--- config.mk ---
export PLATFORM = sky130hd
export DESIGN_NAME = work_rest_scheduler
export DESIGN_NICKNAME = d
export VERILOG_FILES = /design/src/rtl/work_sched_pkg.sv /design/src/rtl/rr_pick.sv /design/src/rtl/work_rest_scheduler.sv
export SDC_FILE = /design/constraint.sdc
export NUM_CORES = 1
export LEC_CHECK = 0
export CORE_MARGIN = 5
export CORE_UTILIZATION = 55
export CTS_BUF_LIST = sky130_fd_sc_hd__clkbuf_4
export DETAILED_ROUTE_END_ITERATION = 10
export GPL_ROUTABILITY_DRIVEN = 0
export HOLD_SLACK_MARGIN = 0.1
export PLACE_DENSITY = 0.88
export SYNTH_ARGS = -nofsm -noshare
export SYNTH_HDL_FRONTEND = slang
export SYNTH_SLANG_ARGS = --single-unit
export TNS_END_PERCENT = 50
--- constraint.sdc ---
create_clock -name clk -period 2.8 [get_ports clk]
set_input_delay 0.56 -clock clk [delete_from_list [all_inputs] [get_ports clk]]
set_output_delay 0.56 -clock clk [all_outputs]
set_load 0.03 [all_outputs]
--- src/rtl/work_sched_pkg.sv ---
// work_sched_pkg: shared FSM state encoding and ID-width helper for work_rest_scheduler
package work_sched_pkg;
  typedef enum logic [1:0] {SLEEPING = 2'd0, WORKING = 2'd1, RESTING = 2'd2} sched_state_e;
  function automatic int id_width(input int n);
    return (n > 1) ? $clog2(n) : 1;
  endfunction
endpackage

--- src/rtl/rr_pick.sv ---
// rr_pick: combinational round-robin pick; req/ptr in, winner idx and any out
module rr_pick #(
  parameter int N  = 4,
  parameter int IW = 2
) (
  input  logic [N-1:0]  req,
  input  logic [IW-1:0] ptr,
  output logic [IW-1:0] idx,
  output logic          any
);
  // Lowest set bit overall is the wrap-around fallback; the lowest set bit at or above ptr overrides it.
  always_comb begin
    idx = '0;
    for (int i = N - 1; i >= 0; i--) if (req[i]) idx = IW'(i);
    for (int i = N - 1; i >= 0; i--) if (req[i] && i >= int'(ptr)) idx = IW'(i);
    any = |req;
  end
endmodule

--- src/rtl/work_rest_scheduler.sv ---
// work_rest_scheduler: round-robin time-share of one engine with capped bursts and mandatory rest; ports clk/rst, req/halt in, gnt/gnt_id/gnt_valid/state/preempted out
module work_rest_scheduler
  import work_sched_pkg::*;
#(
  parameter int N_REQ       = 4,
  parameter int WORK_MAX    = 8,
  parameter int REST_CYCLES = 2,
  localparam int IW = id_width(N_REQ)
) (
  input  logic             clk,
  input  logic             rst,
  input  logic [N_REQ-1:0] req,
  input  logic             halt,
  output logic [N_REQ-1:0] gnt,
  output logic [IW-1:0]    gnt_id,
  output logic             gnt_valid,
  output logic [1:0]       state,
  output logic             preempted
);
  localparam int BW = $clog2(WORK_MAX + 1);
  localparam int RW = $clog2(REST_CYCLES + 1);
  sched_state_e state_q, state_d;
  logic [IW-1:0] ptr_q, ptr_d, own_q, own_d, win;
  logic [BW-1:0] bcnt_q, bcnt_d;
  logic [RW-1:0] rcnt_q, rcnt_d;
  logic pre_q, pre_d, any, grant;
  rr_pick #(.N(N_REQ), .IW(IW)) u_pick (.req(req), .ptr(ptr_q), .idx(win), .any(any));
  always_comb begin
    state_d = state_q;
    own_d   = own_q;
    ptr_d   = ptr_q;
    bcnt_d  = bcnt_q;
    rcnt_d  = rcnt_q;
    pre_d   = 1'b0;
    grant   = 1'b0;
    case (state_q)
      SLEEPING: grant = !halt && any;
      WORKING:
        if (halt) state_d = SLEEPING;
        else if (!req[own_q] || bcnt_q == BW'(WORK_MAX - 1)) begin
          state_d = RESTING;
          rcnt_d  = '0;
          // a release in the same cycle as expiry counts as a normal release
          pre_d   = req[own_q];
        end else bcnt_d = bcnt_q + 1'b1;
      RESTING:
        if (halt) state_d = SLEEPING;
        else if (rcnt_q == RW'(REST_CYCLES - 1)) begin
          state_d = SLEEPING;
          grant   = any;
        end else rcnt_d = rcnt_q + 1'b1;
      default: state_d = SLEEPING;
    endcase
    if (grant) begin
      state_d = WORKING;
      own_d   = win;
      ptr_d   = (win == IW'(N_REQ - 1)) ? '0 : win + 1'b1;
      bcnt_d  = '0;
    end
  end
  always_ff @(posedge clk or posedge rst) begin
    if (rst) begin
      state_q <= SLEEPING;
      ptr_q   <= '0;
      own_q   <= '0;
      bcnt_q  <= '0;
      rcnt_q  <= '0;
      pre_q   <= 1'b0;
    end else begin
      state_q <= state_d;
      ptr_q   <= ptr_d;
      own_q   <= own_d;
      bcnt_q  <= bcnt_d;
      rcnt_q  <= rcnt_d;
      pre_q   <= pre_d;
    end
  end
  assign gnt       = (state_q == WORKING) ? (N_REQ'(1) << own_q) : '0;
  assign gnt_valid = (state_q == WORKING);
  assign gnt_id    = own_q;
  assign state     = state_q;
  assign preempted = pre_q;
endmodule

==> impl_results.md, run 1 <==
- Final instance area: 963 um^2
- Crit end category: output port
- Initial antenna violation count: 0
- Total I/O pin count: 17
- Synth cell types: 33
- Setup violations, final: 0
- Routed Antenna Nets: 0
- Setup tns final: 0 ps
- Worst R2R End: ptr_q[1]
- Rows: 13
- Slew headroom: roughly 67%
- Antenna fix cells: 0
- Flop-to-flop setup slack: ~1000 ps
- Critical path class: reg -> out
- Cells after synthesis: 75
- Most common cell after layout, fill and taps aside: clkdlybuf4s50_1
- Core ar.: ~1300 um^2
- H-tree levels: 1
- HPWL Detailed: 1240 um
- Total Routing Usage GR: 17.1%
- Die ar.: approximately 2200 um^2
- Clock Latency Late Sink: about 280 ps
- Post-CTS Setup Inserts: 0
- Worst EP arrival: between 1500 and 2000 ps
- Synth Net Count: 85
- Max cap viols: 0
- Worst r2r src: ptr_q[1]
- Largest area contributor in the netlist: dfrtp_1
- Share of cells above drive strength 1: between 10 and 15%
- First-pass GRT wire length: ~2600 um
- Worst-path fanout max: 5
- Pre-Repair DR Iteration Count: 4
- Syn Area/Cell: a little over 10 um^2
- PortBufs: 16
- Synthesis-to-finish area growth: 27.1%
- Worst-case hold path end point: ptr_q[0]
- Placed Instance Area: around 930 um^2
- RSZ-0062 raised after global routing: no
- Peak supply drop: 0.000544 V
- Vias in the first global route: approximately 590
- Synth top area cells: dfrtp_1 43%, ha_1 5.0%, nand2_1 4.5%, inv_1 3.5%, mux2_1 3.0%
- Starting Density: ~58%
- DP Cell Count: roughly 110
- Max Buffers Root-to-Sink: 2
- Synthesized cell area: 758 um^2
- R2r worst-path depth: 5
- Util after Layout: approximately three quarters
- Ys Warns: 0
- Commonest cells after routing, fill and taps aside: 16 x clkdlybuf4s50_1, 13 x dfrtp_1, 9 x nand2_1
- Via density: 5.67
- Leakage: between 0.4 and 0.5 nW
- Largest net degree at the start of global routing: 14
- Drt wl/cell: roughly 14 um
- Met2 usage: 28.7%
- Slew Limit Fails: 0
- Number of CTS-inserted buffers: 3
- CTS tree: yes
- Drt total wl: about 1500 um
- Critical Path Start Type: flop
- Final #Nets: between 100 and 150
- Chip Height: between 40 and 50 um
- Layer with the highest usage: met2
- GR Layer Usage met1: between 20% and 30%
- DR DRC count: 0
- Tmin final: roughly 2500 ps
- Die width: between 40 and 50 um
- PwrDens: 944 nW/um^2
- Peak Freq: 408 MHz
- Post-synthesis register bit count: 13
- Worst-Margin Slew: 491 ps
- Clock-pin slew on the worst setup and hold paths: 80 ps
- Overflow left after global routing: 0
- Pwr Total: 0.909 mW
- DRT iter0 DRCs: 7
- Hold_sp: ptr_q[0]
- Final period util: ~88%
- Final non-filler cell total: around 110
- Met3 usage: 3.45%
- Root Driver: clkbuf_4
- Synth top area share: a little over two fifths
- CTS resizes: 0
- Critical path required time: ~2200 ps
- Fill cell count: between 100 and 150
- Vias: roughly 600
- Sink Count: 13
- Clk_skew: 6.65 ps
- Status: completed
- Hold WC Path Type: reg -> reg
- Hold path depth: 2
- Sequential share of the synthesized area: about 43%
- Final Hold Vio Count: 0
- Hold buffers post-CTS: 0
## worst max-delay path by stage
stage          endpoint  depth (start not counted)  slack, ps     start
5_1_grt          gnt[2]                          3        230  state[1]
3_5_place_dp   ptr_q[1]                          6        430    req[0]
6_report         gnt[3]                          4        350  state[1]
2_1_floorplan    gnt[2]                          2        710  state[1]
3_3_place_gp   ptr_q[1]                          6        520    req[0]
4_1_cts          gnt[3]                          4        340  state[1]
## worst max-delay path, cell delays in order, from the launching register on
cell and delay [ps]:
dfrtp_1 450, nand2b_1 230, inv_1 110, and3_2 170, clkdlybuf4s50_1 660
## area by class of cell
type	instances	area, um^2	area share (%)
clock buffer	4	30.0	3.12
inverter	7	26.3	2.73
multi-input combinational	54	403	41.8
sequential	13	325	33.8
tap	15	18.8	1.95
timing repair buffer	16	160	16.6
## report_power, final
| group | leakage [nW] | total (mW) | switching, mW | internal (mW) |
|---|---|---|---|---|
| clock | 0.0184 | 0.124 | 0.0586 | 0.0649 |
| sequential | 0.171 | 0.326 | 0.0778 | 0.248 |
| combinational | 0.223 | 0.459 | 0.252 | 0.207 |
## Yosys cell counts
master and number:
dfrtp_1 13, nand2_1 9, inv_1 7, a21oi_1 4, nor2_1 4, ha_1 3
nand3_1 3, o21ai_1 3, mux2_1 2, mux2i_1 2, nand2b_1 2, o31ai_1 2
a21o_1 1, a21oi_2 1, a221oi_1 1, and3_2 1, clkbuf_1 1, mux2_2 1
mux4_2 1, nand3_4 1, nand3b_2 1, nor2b_1 1, nor3_1 1, nor3b_1 1
nor3b_4 1, nor4_1 1, nor4_2 1, o211ai_1 1, o21ai_0 1, o2bb2a_1 1
or3_1 1, or3b_2 1, or4_1 1
## routing by layer
metal / vias to the layer above / routed length, um
met5: - / 0
met4: 0 / 17
met3: 4 / 92
met2: 16 / 775
met1: 291 / 636
li1: 307 / -
## state kept, by name, indices dropped and copies added (netlist names)
| register | flops |
|---|---|
| state | 2 |
| bcnt_q | 4 |
| preempted | 1 |
| gnt_id | 2 |
| rcnt_q | 2 |
| ptr_q | 2 |
## kinds of logic (layout without fill, tap and decap cells)
kind of cell | Yosys count | after routing | synth area share, %
multiplexers | 6 | 6 | 10.1
AND/OR/NAND/NOR | 30 | 30 | 25.2
adder cells (fa/ha/maj) | 3 | 3 | 4.95
AO/OA/AOI/OAI | 15 | 15 | 12.9
buffers and inverters | 8 | 27 | 3.96
flip-flops | 13 | 13 | 42.9
## per-stage QoR
step / hold WS, ps / setup slack (ps)
2_1_floorplan: 437 / 705
3_3_place_gp: 468 / 516
3_5_place_dp: 489 / 430
4_1_cts: 505 / 337
5_1_grt: 533 / 228
6_report: 498 / 346
Note: power is estimated with default switching activity, not from simulation.
==> run 2, diff against run 1 <==
--- a/config.mk
+++ b/config.mk
@@ -5,6 +5,7 @@
 export SDC_FILE = /design/constraint.sdc
 export NUM_CORES = 1
 export LEC_CHECK = 0
+export ABC_CLOCK_PERIOD_IN_PS = 2800
 export CORE_MARGIN = 5
 export CORE_UTILIZATION = 55
 export CTS_BUF_LIST = sky130_fd_sc_hd__clkbuf_4
==> results of run 2 <==
Final layout, timing and power as in run 1 (identical DEF).
